File: src/rtl/uart_dma_ctrl_pkg.sv
// Shared types and watermark decode for the PL011-style DMA request sequencer.
// Optional error blocking of the RX channel is compiled in with UART_DMA_ONERR_EN.
package uart_pkg;

    localparam int DEFAULT_FIFO_DEPTH = 32;

    typedef enum logic [1:0] {
        IDLE    = 2'd0,
        REQ     = 2'd1,
        CLRWAIT = 2'd2
    } dma_state_e;

    localparam logic [2:0] IFLS_1_8 = 3'b000;
    localparam logic [2:0] IFLS_1_4 = 3'b001;
    localparam logic [2:0] IFLS_1_2 = 3'b010;
    localparam logic [2:0] IFLS_3_4 = 3'b011;
    localparam logic [2:0] IFLS_7_8 = 3'b100;

    // Reserved selects (101..111) fall back to the half-full watermark.
    function automatic int ifls_threshold(input logic [2:0] sel, input int depth);
        int k;
        case (sel)
            IFLS_1_8: k = 1;
            IFLS_1_4: k = 2;
            IFLS_1_2: k = 4;
            IFLS_3_4: k = 6;
            IFLS_7_8: k = 7;
            default:  k = 4;
        endcase
        return (depth * k) / 8;
    endfunction

endpackage

File: src/rtl/uart_dma_ctrl_if.sv
// DMA pin bundle between the UART request sequencer and the DMA controller.
// valid/ready: a request (SREQ/BREQ) stays high until the DMA answers with CLR, or the condition goes away.
interface uart_dma_ctrl_if;
    logic UARTTXDMASREQ;
    logic UARTTXDMABREQ;
    logic UARTRXDMASREQ;
    logic UARTRXDMABREQ;
    logic UARTTXDMACLR;
    logic UARTRXDMACLR;

    modport master (
        output UARTTXDMASREQ, UARTTXDMABREQ, UARTRXDMASREQ, UARTRXDMABREQ,
        input  UARTTXDMACLR, UARTRXDMACLR
    );

    modport slave (
        input  UARTTXDMASREQ, UARTTXDMABREQ, UARTRXDMASREQ, UARTRXDMABREQ,
        output UARTTXDMACLR, UARTRXDMACLR
    );
endinterface

File: src/rtl/uart_dma_ctrl_chan.sv
// One DMA request channel: IDLE/REQ/CLRWAIT sequencing of a single/burst request pair.
// Generic s/b conditions; the top decides what they mean for TX or RX.
module uart_dma_chan
    import uart_pkg::*;
(
    input  logic       clk,
    input  logic       rst,
    input  logic       en,
    input  logic       s,
    input  logic       b,
    input  logic       clr,
    output logic       sreq,
    output logic       breq,
    output dma_state_e state_dbg
);

    localparam logic [1:0] S_IDLE    = 2'd0;
    localparam logic [1:0] S_REQ     = 2'd1;
    localparam logic [1:0] S_CLRWAIT = 2'd2;

    logic [1:0] state;

    assign state_dbg = dma_state_e'(state);

    // Requests default low; only the REQ path (or entry to it) raises them.
    always_ff @(posedge clk) begin
        if (rst) begin
            state <= S_IDLE;
            sreq  <= 1'b0;
            breq  <= 1'b0;
        end else begin
            sreq <= 1'b0;
            breq <= 1'b0;
            case (state)
                S_IDLE: begin
                    if (en && (s || b)) begin
                        state <= S_REQ;
                        sreq  <= s;
                        breq  <= b;
                    end
                end
                S_REQ: begin
                    if (!en) begin
                        state <= S_IDLE;
                    end else if (clr) begin
                        state <= S_CLRWAIT;
                    end else if (!(s || b)) begin
                        state <= S_IDLE;
                    end else begin
                        sreq <= s;
                        breq <= b;
                    end
                end
                S_CLRWAIT: begin
                    if (!en || !clr) begin
                        state <= S_IDLE;
                    end
                end
                default: state <= S_IDLE;
            endcase
        end
    end

endmodule

File: src/rtl/uart_dma_ctrl.sv
// DMA request sequencer top: FIFO-level conditions for TX and RX, two channel FSMs.
// Define UART_DMA_ONERR_EN to block RX requests after an RX error until RXDMAE is cleared.
module uart_dma_ctrl
    import uart_pkg::*;
#(
    parameter int FIFO_DEPTH = DEFAULT_FIFO_DEPTH,
    parameter int LVL_W      = $clog2(FIFO_DEPTH) + 1
) (
    input  logic             PCLK,
    input  logic             PRESET,
    input  logic             FEN,
    input  logic             TXDMAE,
    input  logic             RXDMAE,
    input  logic [2:0]       TXIFLSEL,
    input  logic [2:0]       RXIFLSEL,
    input  logic [LVL_W-1:0] TX_LEVEL,
    input  logic [LVL_W-1:0] RX_LEVEL,
    input  logic             RX_ERR,
    uart_dma_ctrl_if.master  dma,
    output dma_state_e       tx_state,
    output dma_state_e       rx_state
);

    logic [LVL_W-1:0] tx_t;
    logic [LVL_W-1:0] rx_t;
    logic [LVL_W-1:0] depth_eff;
    logic             tx_s, tx_b, rx_s, rx_b;
    logic             rx_en;

    assign tx_t      = LVL_W'(ifls_threshold(TXIFLSEL, FIFO_DEPTH));
    assign rx_t      = LVL_W'(ifls_threshold(RXIFLSEL, FIFO_DEPTH));
    // With the FIFO off the holding register behaves as a one-entry FIFO.
    assign depth_eff = FEN ? LVL_W'(FIFO_DEPTH) : LVL_W'(1);

    assign tx_s = TX_LEVEL < depth_eff;
    assign tx_b = FEN && (TX_LEVEL <= tx_t);
    assign rx_s = RX_LEVEL >= LVL_W'(1);
    assign rx_b = FEN && (RX_LEVEL >= rx_t);

`ifdef UART_DMA_ONERR_EN
    logic rx_err_blk;

    always_ff @(posedge PCLK) begin
        if (PRESET || !RXDMAE) begin
            rx_err_blk <= 1'b0;
        end else if (RX_ERR) begin
            rx_err_blk <= 1'b1;
        end
    end

    // The error pulse itself masks too, so the channel drops on the very next edge.
    assign rx_en = RXDMAE && !rx_err_blk && !RX_ERR;
`else
    logic rx_err_unused;

    assign rx_err_unused = RX_ERR;
    assign rx_en         = RXDMAE;
`endif

    uart_dma_chan u_tx (
        .clk       (PCLK),
        .rst       (PRESET),
        .en        (TXDMAE),
        .s         (tx_s),
        .b         (tx_b),
        .clr       (dma.UARTTXDMACLR),
        .sreq      (dma.UARTTXDMASREQ),
        .breq      (dma.UARTTXDMABREQ),
        .state_dbg (tx_state)
    );

    uart_dma_chan u_rx (
        .clk       (PCLK),
        .rst       (PRESET),
        .en        (rx_en),
        .s         (rx_s),
        .b         (rx_b),
        .clr       (dma.UARTRXDMACLR),
        .sreq      (dma.UARTRXDMASREQ),
        .breq      (dma.UARTRXDMABREQ),
        .state_dbg (rx_state)
    );

endmodule

File: src/flat_wrapper.sv
// flat-port wrapper written by rule: the top's interface ports become plain ports
module uart_dma_ctrl_flat import uart_pkg::*;
#(
    parameter int FIFO_DEPTH = DEFAULT_FIFO_DEPTH,
    parameter int LVL_W      = $clog2(FIFO_DEPTH) + 1
)
  (PCLK, PRESET, FEN, TXDMAE, RXDMAE, TXIFLSEL, RXIFLSEL, TX_LEVEL, RX_LEVEL, RX_ERR, tx_state, rx_state, dma_UARTTXDMASREQ, dma_UARTTXDMABREQ, dma_UARTRXDMASREQ, dma_UARTRXDMABREQ, dma_UARTTXDMACLR, dma_UARTRXDMACLR);
  uart_dma_ctrl_if dma_i ();
  input  logic PCLK;
  input  logic PRESET;
  input  logic FEN;
  input  logic TXDMAE;
  input  logic RXDMAE;
  input  logic [2:0] TXIFLSEL;
  input  logic [2:0] RXIFLSEL;
  input  logic [LVL_W-1:0] TX_LEVEL;
  input  logic [LVL_W-1:0] RX_LEVEL;
  input  logic RX_ERR;
  output dma_state_e tx_state;
  output dma_state_e rx_state;
  output wire logic [$bits(dma_i.UARTTXDMASREQ)-1:0] dma_UARTTXDMASREQ;
  output wire logic [$bits(dma_i.UARTTXDMABREQ)-1:0] dma_UARTTXDMABREQ;
  output wire logic [$bits(dma_i.UARTRXDMASREQ)-1:0] dma_UARTRXDMASREQ;
  output wire logic [$bits(dma_i.UARTRXDMABREQ)-1:0] dma_UARTRXDMABREQ;
  input wire logic [$bits(dma_i.UARTTXDMACLR)-1:0] dma_UARTTXDMACLR;
  input wire logic [$bits(dma_i.UARTRXDMACLR)-1:0] dma_UARTRXDMACLR;
  assign dma_UARTTXDMASREQ = dma_i.UARTTXDMASREQ;
  assign dma_UARTTXDMABREQ = dma_i.UARTTXDMABREQ;
  assign dma_UARTRXDMASREQ = dma_i.UARTRXDMASREQ;
  assign dma_UARTRXDMABREQ = dma_i.UARTRXDMABREQ;
  assign dma_i.UARTTXDMACLR = dma_UARTTXDMACLR;
  assign dma_i.UARTRXDMACLR = dma_UARTRXDMACLR;
  uart_dma_ctrl #(.FIFO_DEPTH(FIFO_DEPTH), .LVL_W(LVL_W)) u_core (.PCLK(PCLK), .PRESET(PRESET), .FEN(FEN), .TXDMAE(TXDMAE), .RXDMAE(RXDMAE), .TXIFLSEL(TXIFLSEL), .RXIFLSEL(RXIFLSEL), .TX_LEVEL(TX_LEVEL), .RX_LEVEL(RX_LEVEL), .RX_ERR(RX_ERR), .dma(dma_i), .tx_state(tx_state), .rx_state(rx_state));
endmodule
File: config.mk
export PLATFORM = sky130hd
export DESIGN_NAME = uart_dma_ctrl_flat
export DESIGN_NICKNAME = d
export VERILOG_FILES = /design/src/rtl/uart_dma_ctrl_pkg.sv /design/src/rtl/uart_dma_ctrl_if.sv /design/src/rtl/uart_dma_ctrl_chan.sv /design/src/rtl/uart_dma_ctrl.sv /design/src/flat_wrapper.sv
export SDC_FILE = /design/constraint.sdc
export NUM_CORES = 1
export LEC_CHECK = 0
export CORE_MARGIN = 8
export CORE_UTILIZATION = 31
export CTS_CLUSTER_SIZE = 12
export DETAILED_ROUTE_END_ITERATION = 8
export PLACE_DENSITY = 0.74
export SLEW_MARGIN = 20
export SYNTH_ARGS = -nofsm -noshare
export SYNTH_HDL_FRONTEND = slang
export SYNTH_SLANG_ARGS = --single-unit
File: constraint.sdc
create_clock -name PCLK -period 1.8 [get_ports PCLK]
set_clock_uncertainty 0.15 [all_clocks]
set_input_delay 0.27 -clock PCLK [delete_from_list [all_inputs] [get_ports PCLK]]
set_output_delay 0.27 -clock PCLK [all_outputs]
set_load 0.005 [all_outputs]
==> impl_results.md <==
* Netlist Area Pre-Place at 512 sq um
* Cell taking the most area after synthesis: dfxtp_1
* Crit. End Element: register
* Iteration-0 DRC Markers at 6
* Tightest Pin Transition at 0.413 ns
* Input/output buffers at 32
* Worst slew margin at 0.718
* Vias in the first global route at between 500 and 600
* Die height at 56.6 um
* P per Cell Area at roughly 520 mW/mm^2
* Initial Util at 0.336
* Bufs on Longest Clock Path at 2
* Leakage at 0.383 nW
* Gr usage total at 0.0994
* Wirelength per Cell at 13.0 um
* YS warnings at 0
* Most frequent cells in the layout: clkdlybuf4s50_1, dfxtp_1, nor2_1, ha_1, dlygate4sd2_1
* Cts hold-fix bufs at 0
* Post-synthesis sequential area ratio at 0.313
* DRC viols at 0
* CTS tree: built
* Worst hold slack at 0.412 ns
* RSZ-0062 raised after global routing: false
* CTS Buf Count at 3
* Post-synth EDFFs at 0
* H-Tree Depth at 1
* Synth async-reset ratio at 0
* CTS Root Cell: clkbuf_4
* Core box area at 0.00152 sq mm
* Post-synthesis cell type count at 24
* Post-synthesis cell count at 54
* Crit path time final at 1.72 ns
* Largest net degree at the start of global routing at 5
* Hold Fails Final Rpt at 0
* Pwr Total at 482 uW
* Routed wire length at around 1.4 mm
* WP data arrival at 1.72 ns
* Area contributors post-synth: dfxtp_1, ha_1, nor2_1
* Most common cell after layout, fill and taps aside: clkdlybuf4s50_1
* Setup CP Type: in2reg
* Diode count at 0
* GRT Residual Overflow at 0
* RePlAce Congestion at roughly 0.64
* Clock latency on the worst-skew pair at 0.25 ns
* Main flop type after synthesis: dfxtp_1
* Syn_nets at 87
* Yosys reg bits at 8
* Period utilisation layout at 0.957
* Crit path required time at around 1.8 ns
* Mean Syn Cell Area at 9.48 sq um
* Synth-to-Final Area Change at 79.7%
* Initial antenna violation count at 0
* Crit-path max FO at 2
* Slew Limit Fails at 0
* Via Count at 535
* Vias per cell at 4.91
* Peak supply drop at 0.300 mV
* Pre-Repair DR Iteration Count at 4
* Number of max-cap violations at 0
* Final setup viols at 0
* Top Ports at 34
* # rows at 14
* Clock sink count at 8
* Max Fclk at 580 MHz
* Share of layout cells above drive strength 1 at 0.161
* Clock transition at the registers of the reported paths at 0.05 ns
* Die span in x at 56.6 um
* Final net count at between 100 and 150
* First-pass GRT wire length at approximately 2.5 mm
* Top cell type's share of synthesized area at 0.313
* Hold/Removal Path Class: reg2reg
* Status: completed
* Antenna-violating nets left at 0
* CP startpoint kind: input port
* Total die area at roughly 0.0032 sq mm
[sequential cells by signal, indices dropped and copies added (netlist names)]
signal                 cells
u_core.u_rx.state_dbg      2
u_core.u_tx.state_dbg      2
u_core.u_rx.breq           1
u_core.u_rx.sreq           1
u_core.u_tx.breq           1
u_core.u_tx.sreq           1
[metal layers]
layer  share of wire  vias to the layer above  global-route usage
met5               0                        -                   0
met4           0.012                        0              0.0619
li1                -                      277                   -
met3           0.067                        3              0.0472
met1            0.38                      236              0.0893
met2            0.54                       19               0.174
[cells in the mapped netlist, types with 2 or more instances]
cell type / count
xnor2_1: 2
nor2_1: 8
dfxtp_1: 8
inv_1: 3
mux2i_1: 2
nand2_1: 3
ha_1: 7
a211o_1: 2
nor3b_1: 2
nor3_1: 2
a21oi_1: 2
[final timing paths]
check                           start                       end  slack [ns]  cells past startpoint
max reg2reg  u_core.u_tx.state_dbg[0]  u_core.u_tx.state_dbg[0]        0.60                      3
min reg2reg  u_core.u_rx.state_dbg[0]  u_core.u_rx.state_dbg[1]        0.41                      2
min          u_core.u_rx.state_dbg[0]  u_core.u_rx.state_dbg[1]        0.41                      2
max                       RXIFLSEL[0]          u_core.u_rx.breq        0.08                      8
[cell families after synthesis]
kind of cell | after synthesis | synth area share
simple gates | 22 | 0.227
compound gates | 10 | 0.193
mux | 2 | 0.0391
fa+ha+maj | 7 | 0.171
xor+xnor | 2 | 0.0342
buf+inv | 3 | 0.0220
flops | 8 | 0.313
[area by class of cell]
cell class	count	area, sq um
clock buffers	3	22.5
fillers	148	604
inverters	3	11.3
multi-input cells	43	363
flip-flops and latches	8	160
well taps	16	20.0
repair buffers	36	343
[through the flow]
step / worst slack [ns] / util / cell area (sq um) / cells / TNS, ns
2_1_floorplan: 0.0634 / - / 512 / 54 / 0
3_3_place_gp: -0.423 / 0.574 / 875 / 105 / -1.17
3_5_place_dp: -0.505 / 0.574 / 875 / 105 / -1.39
4_1_cts: 0.0471 / 0.602 / 917 / 109 / 0
5_1_grt: 0.00219 / 0.603 / 920 / 109 / 0
6_report: 0.0769 / 0.603 / 920 / 109 / 0
[critical path, stage by stage]
cell and delay, ns:
dlygate4sd2_1 0.25, nor2_2 0.12, mux2i_1 0.08, ha_1 0.31, nor2b_4 0.14, a311o_1 0.30
a211oi_2 0.19, nor3_1 0.06
[power breakdown]
part,internal (mW),switching [mW]
Clock,0.0763,0.0608
Sequential,0.185,0.00447
Combinational,0.0978,0.0577
[repair_timing]
| item | CTS | global route |
|---|---|---|
| pin swaps | 9 | 1 |
| setup buffers | 1 | 0 |
| setup endpoints to repair | 3 | 1 |
| resized for setup | 11 | 1 |
Power figures use the tool's default switching activity.
